File: config.mk
export PLATFORM = sky130hd
export DESIGN_NAME = mem_stage
export DESIGN_NICKNAME = d
export VERILOG_FILES = /design/src/rtl/mem_stage.sv
export SDC_FILE = /design/constraint.sdc
export NUM_CORES = 1
export LEC_CHECK = 0
export ABC_AREA = 1
export CAP_MARGIN = 20
export CORE_ASPECT_RATIO = 1.5
export CORE_UTILIZATION = 40
export CTS_BUF_LIST = sky130_fd_sc_hd__clkbuf_4 sky130_fd_sc_hd__clkbuf_8
export DETAILED_ROUTE_END_ITERATION = 10
export PLACE_DENSITY = 0.76
export SYNTH_ARGS = -nofsm -noshare
export SYNTH_HDL_FRONTEND = slang
export SYNTH_SLANG_ARGS = --single-unit
File: constraint.sdc
create_clock -name clk -period 3.9 [get_ports clk]
set_input_delay 0.39 -clock clk [delete_from_list [all_inputs] [get_ports clk]]
set_output_delay 0.39 -clock clk [all_outputs]
set_load 0.01 [all_outputs]
File: src/rtl/mem_stage.sv
// Memory-access stage: registers the EX->MEM bus and extracts load data; MEM_MISALIGN_CHECK_EN adds a misaligned-load flag.
// Latency: 1 cycle from EX to the MEM->WB/forward buses; read data is used combinationally in the first MEM cycle, then held.
// Backpressure: stall[3] holds this stage, and stall[3] with stall[4] clear inserts a bubble; the stage itself never stalls.
module mem_stage (
    input  logic        clk,
    input  logic        rst,
    input  logic [5:0]  stall,
    input  logic [75:0] ex_to_mem_bus,
    input  logic [4:0]  ex_load_bus,
    input  logic [65:0] ex_hi_lo_bus,
    input  logic [31:0] data_sram_rdata,
    output logic [69:0] mem_to_wb_bus,
    output logic [37:0] mem_to_rf_bus,
    output logic [65:0] mem_hi_lo_bus,
    output logic        mem_addr_err
);

    localparam logic STOP    = 1'b1;
    localparam logic NO_STOP = 1'b0;

    logic [75:0] ex_mem_q;
    logic [4:0]  load_q;
    logic [65:0] hi_lo_q;
    logic        first_cycle;
    logic [31:0] hold_rdata;

    always_ff @(posedge clk) begin
        if (rst) begin
            ex_mem_q    <= '0;
            load_q      <= '0;
            hi_lo_q     <= '0;
            first_cycle <= 1'b0;
        end else if (stall[3] == STOP && stall[4] == NO_STOP) begin
            ex_mem_q    <= '0;
            load_q      <= '0;
            hi_lo_q     <= '0;
            first_cycle <= 1'b0;
        end else if (stall[3] == NO_STOP) begin
            ex_mem_q    <= ex_to_mem_bus;
            load_q      <= ex_load_bus;
            hi_lo_q     <= ex_hi_lo_bus;
            first_cycle <= 1'b1;
        end else begin
            first_cycle <= 1'b0;
        end
    end

    // SRAM data is only valid in the first MEM cycle; keep it for as long as MEM holds.
    always_ff @(posedge clk) begin
        if (rst) begin
            hold_rdata <= '0;
        end else if (first_cycle) begin
            hold_rdata <= data_sram_rdata;
        end
    end

    logic [31:0] pc;
    logic        sel_rf_res;
    logic        rf_we;
    logic [4:0]  rf_waddr;
    logic [31:0] ex_result;
    logic        inst_lb, inst_lbu, inst_lh, inst_lhu, inst_lw;
    logic [1:0]  addr;

    assign pc         = ex_mem_q[75:44];
    assign sel_rf_res = ex_mem_q[38];
    assign rf_we      = ex_mem_q[37];
    assign rf_waddr   = ex_mem_q[36:32];
    assign ex_result  = ex_mem_q[31:0];
    assign {inst_lb, inst_lbu, inst_lh, inst_lhu, inst_lw} = load_q;
    assign addr       = ex_result[1:0];

    logic unused_bits;
    assign unused_bits = ^{stall[5], stall[2:0], ex_mem_q[43:39]};

    logic [31:0] eff_rdata;
    logic [7:0]  byte_sel;
    logic [15:0] half_sel;
    logic [31:0] load_data;

    assign eff_rdata = first_cycle ? data_sram_rdata : hold_rdata;

    always_comb begin
        byte_sel  = '0;
        half_sel  = '0;
        load_data = eff_rdata;
        case (addr)
            2'd0:    byte_sel = eff_rdata[7:0];
            2'd1:    byte_sel = eff_rdata[15:8];
            2'd2:    byte_sel = eff_rdata[23:16];
            default: byte_sel = eff_rdata[31:24];
        endcase
        half_sel = addr[1] ? eff_rdata[31:16] : eff_rdata[15:0];
        if (inst_lb) begin
            load_data = {{24{byte_sel[7]}}, byte_sel};
        end else if (inst_lbu) begin
            load_data = {24'b0, byte_sel};
        end else if (inst_lh) begin
            load_data = {{16{half_sel[15]}}, half_sel};
        end else if (inst_lhu) begin
            load_data = {16'b0, half_sel};
        end else if (inst_lw) begin
            load_data = eff_rdata;
        end
    end

`ifdef MEM_MISALIGN_CHECK_EN
    assign mem_addr_err = ((inst_lh | inst_lhu) & addr[0]) | (inst_lw & (addr != 2'd0));
`else
    assign mem_addr_err = 1'b0;
`endif

    logic        wb_we;
    logic [31:0] rf_wdata;

    assign wb_we    = rf_we & ~mem_addr_err;
    assign rf_wdata = sel_rf_res ? load_data : ex_result;

    assign mem_to_wb_bus = {pc, wb_we, rf_waddr, rf_wdata};
    assign mem_to_rf_bus = {wb_we, rf_waddr, rf_wdata};
    assign mem_hi_lo_bus = hi_lo_q;

endmodule

# --- Word level (Yosys, flattened, before mapping) ---
# Index checks and enable logic that the tools add are counted.
classes:
  reduce_logical: 3
  multipliers: 0
  bitwise: 1
  add_sub_neg: 0
  shifts: 0
  order_cmp: 0
  div_mod_pow: 0
  muxes: 9
  n_eq_ne: 2
ops:
  columns: ["op", "n"]
  rows:
  - ["32-bit 2-to-1 mux", 6]
  - ["8-bit case mux with 3 select lines", 1]
  - ["16-bit 2-to-1 mux", 1]
  - ["2-bit by 1-bit equality test with 1-bit output (second input constant)", 1]
  - ["2-bit equality test (second input constant)", 1]
  - ["2-bit logical NOT", 1]
  - ["2-bit OR reduction", 1]
  - ["1-bit logical AND", 1]
  - ["1-bit 2-to-1 mux", 1]
  - ["1-bit inverter", 1]
totals:
  out_inout_bits: 175
  n_memories: 0
  inputBits: 187
  elab_cells: 20
  mem_bits_ro: 0
  latch_bits: 0
  register_bits: 180
  ram_bits: 0

# --- Logic depth before layout (Yosys ltp) ---
logic_depth:
  word_depth: 7
  ltp_mapped: 13
  mapped_depth_nobuf: 10

# --- Worst setup path after synthesis ---
# No wires, ideal clock.
synth_path:
  path_kind: "flip-flop to output port"
  start: "reg first_cycle"
  end: "out mem_to_wb_bus[6]"
  required_time_ns: 3.510
  path_stages_with_launch: 12
  n_path_buf: 4
  arrival_time_ns: 1.533
  setup_slack_ns: 1.977
  path_cell_list: "dfxtp_1 -> buf_6 -> inv_4 -> buf_6 -> buf_6 -> nand2_1 -> nand2_1 -> nand2_1 -> nand3_1 -> nand2_1 -> o21ai_0 -> buf_4"
synth_between:
  elab_chain_cells: 7
synth_lines:
  columns: ["element", "line", "source"]
  rows:
  - ["from (decl)", "24", "logic first_cycle;"]
  - ["from (signal assigned)", "32", "first_cycle <= 1'b0;"]
  - ["from (signal assigned)", "37", "first_cycle <= 1'b0;"]
  - ["from (signal assigned)", "42", "first_cycle <= 1'b1;"]
  - ["32-bit 2-to-1 mux (*)", null, null]
  - ["16-bit 2-to-1 mux", "93", "half_sel = addr[1] ? eff_rdata[31:16] : eff_rdata[15:0];"]
  - ["32-bit 2-to-1 mux", "100", "end else if (inst_lhu) begin"]
  - ["32-bit 2-to-1 mux", "98", "end else if (inst_lh) begin"]
  - ["32-bit 2-to-1 mux", "96", "end else if (inst_lbu) begin"]
  - ["32-bit 2-to-1 mux (*)", "94", "if (inst_lb) begin"]
  - ["32-bit 2-to-1 mux (*)", "117", "assign rf_wdata = sel_rf_res ? load_data : ex_result;"]
  - ["to (decl)", "12", "output logic [69:0] mem_to_wb_bus,"]
# Every way passes the cells marked *; elsewhere a longest branch is shown, timed or not.

# --- Worst setup path in the final report ---
layout_path:
  start: "reg ex_mem_q[1]"
  end: "out mem_to_wb_bus[19]"
layout_between:
  elab_chain_cells: 5
layout_lines:
  columns: ["element", "line", "source"]
  rows:
  - ["from (decl)", "21", "logic [75:0] ex_mem_q;"]
  - ["from (signal assigned)", "39", "ex_mem_q <= ex_to_mem_bus;"]
  - ["16-bit 2-to-1 mux", "93", null]
  - ["32-bit 2-to-1 mux", "98", null]
  - ["32-bit 2-to-1 mux", "96", null]
  - ["32-bit 2-to-1 mux (*)", "94", null]
  - ["32-bit 2-to-1 mux (*)", "117", null]
# Marked as above.

==> flow_summary.ini <==
[status]
status = completed

[synth]
yosysSeqAreaShare_pct = 43.5
synth_area_sq_um = 8000
async_flop_share_pct = 0
ys.flop_type = dfxtp_1
synth_cells = 1163
syn_nets = 1350
synth_enable_flop_cells = 0
yosys_warnings = 0
ys_types = 31
yosys_register_bits = 174
syn_area_per_cell_sq_um = 6.88

[power_and_ir_drop]
swShare_pct = 26.9
cellPowerDensity_nw_per_um2 = 367
switchingPower_w = 0.00113
p_leak_nw = 4.77
p_seq_share_pct = 45.5
combPwrFrac_pct = 19.5
ir_drop_mv = 0.228
p_int_w = 0.00306
clkPwrFrac_pct = 35.1

[die]
die_x_um = 117
ios = 362
initial_core_util_pct = 40.6
die_h_um = 175
die_area_sq_um = 20600
core_sq_um = 19700
row_count = 63

[worst_setup_path]
path_cells = inv_2, nor2_2, nand2_1, nand3_2, nand3_4, nand2_1, nand2_1, nand2_1, clkdlybuf4s50_1
criticalPathCategory = flip-flop to output port
startpoint_type = flip-flop
crit_required_ns = 3.51
cp-end-kind = output port
cp_data_arrival_time_ns = 2.95
cpMostUsedCell = nand2_1
slowest_stage = clkdlybuf4s50_1
slowest_delay_ns = 0.55
rrSetupSlack_ns = 2.56
critical_path.max_fanout = 24

[clock_tree]
clkTransAtPathRegs_ns = 0.10
cts_tree = done
ctsLongestPathBuffers = 2
htree_levels = 4
cts_made_buffers = 17
post_cts_resized = 0
clk_latency_ns = 0.44
post-cts-setup-buffers = 0
root_buffer = clkbuf_8
clock_sinks = 174
postCtsHoldBufs = 0

[final_layout]
drive_above_1_share_pct = 5.14
final_common_cell = nand2_1
final_cell_mix = nand2_1, clkdlybuf4s50_1, dfxtp_1
final_cell_area_sq_um = 11400
layout.nets = 1577
fillers = 1848
area_growth_pct = 42.8
n_antenna_cell = 0

[timing]
finalHoldViolCount = 0
rsz0062_at_grt = false
finalCriticalPeriod_ns = 3.34
setup_viol = 0
max_freq_mhz = 300
fin_crit_sh_pct = 85.6
slew-limit-headroom_pct = 27.8
final.setup.tns_ns = 0
skew_ns = 0.0100
tightest_slew_ns = 1.08
final_max_slew_viol_count = 0

[global_route]
grt_usage_pct = 24.0
grt_max_degree = 142
grt_pass1_vias = 7359
antenna_found_initial = 1
grt_overflow = 0
grt_pass1_wl_mm = 38.7

[run]
cap_viol_max_count = 0

[route]
totalWireLength_mm = 25.1
initialDrtViolationCount = 455
drc_errors = 0
vias = 7867
ant_nets = 0
wl_per_cell_um = 15.1
viasPerCell = 4.73
drtPass1Iterations = 8

[place]
placed_area_sq_um = 11000
hpwlAfterDp_mm = 18.1
port_buffers = 350
place_congestion = 0.971

[worst_hold_path]
min_path_type = input port to flip-flop
## final cells by class
type	instances	area (sq um)	share of cell area, %
Timing Repair Buffer	361	3600	31.5
Sequential cell	174	3480	30.5
Multi-Input combinational cell	801	3420	30.0
Tap cell	260	325	2.85
Clock buffer	17	234	2.05
Clock inverter	14	228	1.99
Inverter	35	136	1.19
## per-stage QoR
stage	worst slack, ns	util, %	hold slack, ns	cells	total power (W)
after floorplan	1.98	-	0.437	1163	0.00237
after global placement	1.04	55.6	0.442	1631	0.00275
after detailed placement	1.02	55.6	0.454	1631	0.00276
after CTS	0.569	58.0	0.398	1662	0.00423
after global routing	0.362	58.0	0.405	1662	0.00437
final	0.562	58.0	0.420	1662	0.00419
## cells by family after synthesis
group,count (synthesis),share of synthesized area (%)
compound gates,212,13.5
buf+inv,188,13.8
flops,174,43.5
other cells,1,0.0469
simple gates,588,29.2
## final timing paths
kind	from	endpoint	cells after the start
min reg2reg	ex_mem_q[54]	ex_mem_q[54]	2
max reg2reg	first_cycle	hold_rdata[0]	5
min	stall[3]	mem_hi_lo_bus[17]	3
max	ex_mem_q[1]	mem_to_wb_bus[19]	9
## state kept, by name (all words and copies together) (netlist names)
name           count
ex_mem_q          71
mem_hi_lo_bus     66
hold_rdata        32
load_q             4
first_cycle        1
## synth_stat cells (2+ instances only)
library cell / n / area (sq um)
nor2_1: 38 / 143
buf_1: 4 / 15.0
nand2_1: 512 / 1920
nand3_4: 3 / 52.6
inv_1: 32 / 120
inv_2: 2 / 7.51
buf_4: 81 / 608
nand2_2: 12 / 75.1
or2_2: 5 / 31.3
dfxtp_1: 174 / 3480
clkbuf_1: 38 / 143
a21oi_1: 170 / 851
buf_6: 7 / 78.8
buf_2: 21 / 105
nand3_1: 11 / 55.1
o21ai_0: 34 / 170
o21ai_1: 4 / 20.0
or2_1: 2 / 12.5
## per-layer routing
metal,up-vias,GRT usage [%],part of all wire (%)
met1,3478,26.0,38
li1,4007,-,-
met3,60,7.15,7.4
met4,2,12.9,4.4
met5,-,0,0.052
met2,320,41.8,50
## critical path: cells and delay by family, from the launching register on
kind | cells | cell delay (ns)
AND/OR/NAND/NOR | 7 | 1.25
buffers and inverters | 2 | 0.69
flip-flops | 1 | 0.54
## power groups by stage
stage | clock network (W) | logic (W) | registers [W]
floorplan | 0 | 0.000415 | 0.00195
global placement | 0 | 0.000808 | 0.00194
detailed placement | 0 | 0.000814 | 0.00195
CTS | 0.00150 | 0.000819 | 0.00191
global route | 0.00157 | 0.000885 | 0.00192
finish | 0.00147 | 0.000816 | 0.00191
(Power assumes the default switching activity.)
